<file path="config.mk">
export PLATFORM = sky130hd
export DESIGN_NAME = csa_accum_ctrl
export DESIGN_NICKNAME = d
export VERILOG_FILES = /design/src/rtl/csa_accum_ctrl.sv
export SDC_FILE = /design/constraint.sdc
export NUM_CORES = 1
export LEC_CHECK = 0
export ABC_AREA = 1
export CAP_MARGIN = 20
export CORE_ASPECT_RATIO = 1.1
export CORE_MARGIN = 2
export CORE_UTILIZATION = 30
export DETAILED_ROUTE_END_ITERATION = 16
export PLACE_DENSITY = 0.49
export SYNTH_ARGS = -nofsm -noshare
export SYNTH_HDL_FRONTEND = slang
export SYNTH_SLANG_ARGS = --single-unit
</file>
<file path="constraint.sdc">
create_clock -name clk -period 3.77 [get_ports clk]
set_clock_uncertainty 0.1 [all_clocks]
set_input_delay 0.5655 -clock clk [delete_from_list [all_inputs] [get_ports clk]]
set_output_delay 0.5655 -clock clk [all_outputs]
set_load 0.02 [all_outputs]
</file>
<file path="src/rtl/csa_accum_ctrl.sv">
// rtl/csa_accum_ctrl.sv - serial carry-save accumulator summing NUM_OPS streamed operands
module csa_accum_ctrl #(
    parameter int WIDTH   = 16,
    parameter int NUM_OPS = 9,
    parameter int CNT_W   = 4
) (
    input  logic             clk,
    input  logic             rst_n,
    input  logic             start,
    input  logic             in_valid,
    input  logic [WIDTH-1:0] in_data,
    output logic             in_ready,
    output logic             busy,
    output logic [CNT_W-1:0] op_count,
    output logic             done,
    output logic [WIDTH-1:0] S,
    output logic             Cout
);

    localparam int ACC_W = WIDTH + CNT_W;

    localparam logic [1:0] ST_IDLE    = 2'd0;
    localparam logic [1:0] ST_ACCUM   = 2'd1;
    localparam logic [1:0] ST_RESOLVE = 2'd2;
    localparam logic [1:0] ST_DONE    = 2'd3;

    localparam logic [CNT_W-1:0] LAST_IDX = CNT_W'(NUM_OPS - 1);

    logic [1:0]       state_q, state_d;
    logic [ACC_W-1:0] sum_q, sum_d;
    logic [ACC_W-1:0] carry_q, carry_d;
    logic [CNT_W-1:0] cnt_q, cnt_d;
    logic [WIDTH-1:0] s_q, s_d;
    logic             cout_q, cout_d;

    logic [ACC_W-1:0] x_ext;
    logic [ACC_W-1:0] maj;
    logic [ACC_W-1:0] total;

    // carry_q is kept already shifted, so the CSA row adds three aligned vectors
    assign x_ext = {{CNT_W{1'b0}}, in_data};
    assign maj   = (sum_q & carry_q) | (sum_q & x_ext) | (carry_q & x_ext);
    assign total = sum_q + carry_q;

    always_comb begin
        state_d = state_q;
        sum_d   = sum_q;
        carry_d = carry_q;
        cnt_d   = cnt_q;
        s_d     = s_q;
        cout_d  = cout_q;
        case (state_q)
            ST_IDLE: begin
                if (start) begin
                    sum_d   = '0;
                    carry_d = '0;
                    cnt_d   = '0;
                    state_d = ST_ACCUM;
                end
            end
            ST_ACCUM: begin
                if (in_valid) begin
                    sum_d   = sum_q ^ carry_q ^ x_ext;
                    carry_d = {maj[ACC_W-2:0], 1'b0};
                    cnt_d   = cnt_q + 1'b1;
                    if (cnt_q == LAST_IDX) begin
                        state_d = ST_RESOLVE;
                    end
                end
            end
            ST_RESOLVE: begin
                s_d     = total[WIDTH-1:0];
                cout_d  = |total[ACC_W-1:WIDTH];
                state_d = ST_DONE;
            end
            default: begin
                state_d = ST_IDLE;
            end
        endcase
    end

    always_ff @(posedge clk or negedge rst_n) begin
        if (!rst_n) begin
            state_q <= ST_IDLE;
            sum_q   <= '0;
            carry_q <= '0;
            cnt_q   <= '0;
            s_q     <= '0;
            cout_q  <= 1'b0;
        end else begin
            state_q <= state_d;
            sum_q   <= sum_d;
            carry_q <= carry_d;
            cnt_q   <= cnt_d;
            s_q     <= s_d;
            cout_q  <= cout_d;
        end
    end

    assign in_ready = (state_q == ST_ACCUM);
    assign busy     = (state_q != ST_IDLE);
    assign done     = (state_q == ST_DONE);
    assign op_count = cnt_q;
    assign S        = s_q;
    assign Cout     = cout_q;

endmodule

</file>
# ---- After elaboration in Yosys (flattened, before gate mapping)
# Index checks and enable logic that the tools add are counted.
dict set report op_classes {
  add_sub_neg 2
  eq_ne 7
  n_mux 12
  bitwise 7
  n_reduce_logical 6
}
# cell count
set ops {}
lappend ops {{case mux 20 bit (2 select lines)} 2}
lappend ops {{two-way mux 20 bit} 3}
lappend ops {{AND 19 x 16 -> 19 bit} 2}
lappend ops {{bitwise OR 19 bit} 2}
lappend ops {{adder 20 bit} 1}
lappend ops {{XOR 20 x 16 -> 20 bit} 1}
lappend ops {{XOR 20 bit} 1}
lappend ops {{AND 19 bit} 1}
lappend ops {{two-way mux 4 bit} 2}
lappend ops {{case mux 4 bit (2 select lines)} 1}
lappend ops {{two-way mux 2 bit} 3}
lappend ops {{case mux 2 bit (3 select lines)} 1}
lappend ops {{AND reduction 3 bit} 2}
lappend ops {{adder 4 x 1 -> 4 bit, second input constant} 1}
lappend ops {{== test 2 bit, second input constant} 2}
lappend ops {{== test 4 bit, second input constant} 1}
lappend ops {{!= test 2 bit, second input constant} 2}
lappend ops {{nonzero test 2 bit} 2}
lappend ops {{OR reduction 4 bit} 1}
lappend ops {{== test 2 x 1 -> 1 bit, second input constant} 1}
lappend ops {{zero test 2 bit} 1}
lappend ops {{!= test 2 x 1 -> 1 bit, second input constant} 1}
dict set report totals {
  reg_bits 63
  inputBits 20
  output_inout_bits 24
  elab_cells 40
}

# ---- Logic depth before layout (Yosys ltp)
dict set report logic_depth {
  depth_word 5
  ltp_mapped 15
  ltp_nobuf 15
}

# ---- Worst setup path after synthesis
# OpenSTA, ideal clock, no wires.
dict set report synth_path {
  kind {reg2reg}
  from {register sum_q[1]}
  to {register cout_q (netlist: Cout)}
  setup_time_ns 0.116
  arrival_ns 1.776
  t_required_ns 3.554
  path_slack_ns 1.778
  stages_incl_launch_ff 15
  n_path_buf 0
  period_less_slack_ns 1.992
  path_cell_list {dfrtp_1 ha_1 fa_1 nand2_1 nand3_1 nand3_1 nand2_1 nand2_1 nand2_1 nand2_1 nand2_1 nor2_1 nand3_1 nand2_1 nand2_1}
}
dict set report synth_between {
  elab_chain_cells 2
}
# item line
set synth_rtl {}
lappend synth_rtl {{start: declaration} 30} ;# logic [ACC_W-1:0] sum_q, sum_d;
lappend synth_rtl {{start signal: assignment} 92} ;# sum_q <= sum_d;
lappend synth_rtl {{adder 20 bit} 43} ;# assign total = sum_q + carry_q;
lappend synth_rtl {{OR reduction 4 bit} 73} ;# cout_d = |total[ACC_W-1:WIDTH];
lappend synth_rtl {{end signal: assignment} 96} ;# cout_q <= cout_d;
lappend synth_rtl {{end: declaration} 34} ;# logic cout_q, cout_d;
# Every way passes these cells.
# A chain may end at the register's enable or synchronous reset.

# ---- Worst setup path in the final report
dict set report layout_path {
  from {register state_q[1]}
  to {output in_ready}
}
dict set report layout_between {
  elab_chain_cells 1
}
# item line
set layout_rtl {}
lappend layout_rtl {{start: declaration} 29} ;# logic [1:0] state_q, state_d;
lappend layout_rtl {{start signal: assignment} 91} ;# state_q <= state_d;
lappend layout_rtl {{== test 2 x 1 -> 1 bit} 100} ;# assign in_ready = (state_q == ST_ACCUM);
lappend layout_rtl {{end: declaration} 12} ;# output logic in_ready,
# Every way passes these cells.

==> metrics <==
Worst setup SP type flip-flop; I/O Pins 44; Initial DRT Pass Iterations 4; Total GRT Usage 0.1447; Max Root-Sink Buffers 2; DP HPWL slightly below 7000 um; crit end category output pin; remaining global-route overflow 0; worst hold path class in -> async; Slowest-stage cell, CP clkdlybuf4s50_1; number of global-route vias before repair 3234; initial core utilization 0.3071; CTS H-tree lvls 3; path depth of the worst reg2reg path 10; largest net degree at the start of global routing 40; max-cap violations 0; via count 3215; Peak VDD IR 0.0004692 V; Synth Area per Inst 8.071 um2; chip width 112.2 um; die area 0.01381 mm2; Worst-Margin Slew 658.0 ps; Post-CTS Setup Inserts 0; Die Span Y ~120 um; number of CTS-inserted buffers 9; Period minus WS final approximately 2600 ps; FMAX 379.8 MHz; CTS Root Cell clkbuf_16; core box area 0.01259 mm2; final setup violating endpoints 0; syn_nets roughly 540; clk_lat worst skew 330 ps; commonest non-fill, non-tap cells in the layout 184 x nand2_1, 62 x dfrtp_1, 49 x nand3_1; 1st-iter DRT viols 153; hold_ws 139.0 ps; Sink Count between 60 and 70; Static Leak roughly 2.5 nW; Cell Rows 43; worst path required time between 3000 and 4000 ps; Synth Register Bits 62; synthesized instance count 479; IO buf count 43; reg2reg end carry_q[1]; first-pass GRT wire length 15850 um; synthesized area 0.003866 mm2; Ant. Diodes 0; pwr dens 727.8 mW/mm2; Detail Route Antenna Nets 0; fill count 1341; Slew Viols, Final 0; initial antenna violation count 0; FF-to-FF Start state_q[1]; Post-route DRC 0; CP max stage delay between 600 and 700 ps; Vias/cell 4.687; post-synthesis cell type count 32; CTS tree yes; sequential area share after synthesis 0.4013; Slew HR 0.5586; CP Data Arrival Time slightly below 2000 ps; most common cell after layout, fill and taps aside nand2_1; drt total wl 9091 um; yosys warns 0; drt wl/cell 13.25 um; period utilization 0.6984; RSZ-0062 raised after global routing no; total power ~3.5 mW; critical path class reg -> out; Hold Fails Final Rpt 0; status finished, final reports clean; Reg clk slew, reported paths 60 ps; CTS resizes 0; CP Max Fanout 23; Hold Buf Count CTS 0; RePlAce Congestion 0.8511; area delta synth->final 23.82%; R2R Setup Slk 1530 ps; Fin Setup TNS 0 ps; critical path cell sequence inv_1 > ha_1 > buf_4 > clkdlybuf4s50_1; share of cells above drive strength 1 0.06427; NumNets Final 586
## state kept, by name, summed over array words and instances, names as in the netlist
| name | count |
|---|---|
| carry_q | 19 |
| S | 16 |
| sum_q | 20 |
| op_count | 4 |
| Cout | 1 |
| state_q | 2 |
## stage by stage
step / setup WS, ps / cell area [um2] / instances / util
after floorplan: 1778 / 3866 / 479 / -
after global placement: 1515 / 4463 / 670 / 0.3545
after detailed placement: 1478 / 4463 / 670 / 0.3545
after CTS: 1118 / 4787 / 686 / 0.3802
after global routing: 1023 / 4787 / 686 / 0.3802
final: 1137 / 4787 / 686 / 0.3802
## worst max-delay path: cells and delay by family, from the launching register on
| family | cells | cell delay [ps] |
|---|---|---|
| buffers and inverters | 3 | 1050 |
| DFF | 1 | 410 |
| adders and majority gates | 1 | 170 |
## layout make-up
cell class                 instances  area [um2]  area share
clock buffer                      10       239.0     0.04992
clock inverter                     6       85.08     0.01777
inverter                          38       142.6     0.02980
multi-input combinational        364        2102      0.4391
sequential                        62        1551      0.3241
tap                              157       196.4     0.04103
timing repair buffer              49       470.5     0.09827
## synth_stat cells (all sizes together)
cell,n,area share
nand2,185,0.18
dfrtp,62,0.40
nand3,51,0.069
inv,37,0.036
ha,26,0.084
o21ai,20,0.029
a21oi,18,0.024
nor2,18,0.017
fa,16,0.083
buf,11,0.014
xnor2,7,0.016
xor2,5,0.011
clkbuf,4,0.0039
or2,3,0.0049
a31oi,2,0.0032
and2,2,0.0032
nor3,2,0.0026
o21bai,2,0.0039
o22ai,2,0.0032
o31ai,2,0.0039
a21o,1,0.0019
and3,1,0.0016
clkinv,1,0.00097
nor4,1,0.0016
## kinds of logic after synthesis
group	synth area share
fa+ha+maj	0.1670
compound gates	0.06925
xor+xnor	0.02718
simple gates	0.2803
flops	0.4013
buf+inv	0.05502
## power by group
part	total, mW	internal (mW)	switching (mW)
Clock	0.903	0.594	0.309
Sequential	1.04	0.866	0.176
Combinational	1.54	0.581	0.957
Total	3.48	2.04	1.44
## routing by layer
| metal | track usage | share of wire |
|---|---|---|
| met2 | 0.2131 | 0.43 |
| met5 | 0 | 0 |
| met4 | 0.05488 | 0.014 |
| met3 | 0.02941 | 0.034 |
| met1 | 0.2102 | 0.52 |
## worst max-delay path by stage
stage          startpoint  endpoint  slack [ps]
4_1_cts        state_q[1]  in_ready        1120
2_1_floorplan    sum_q[1]      Cout        1780
5_1_grt        state_q[1]  in_ready        1020
3_5_place_dp   state_q[1]  in_ready        1480
3_3_place_gp   state_q[1]  in_ready        1520
6_report       state_q[1]  in_ready        1140
Power figures use the tool's default switching activity.
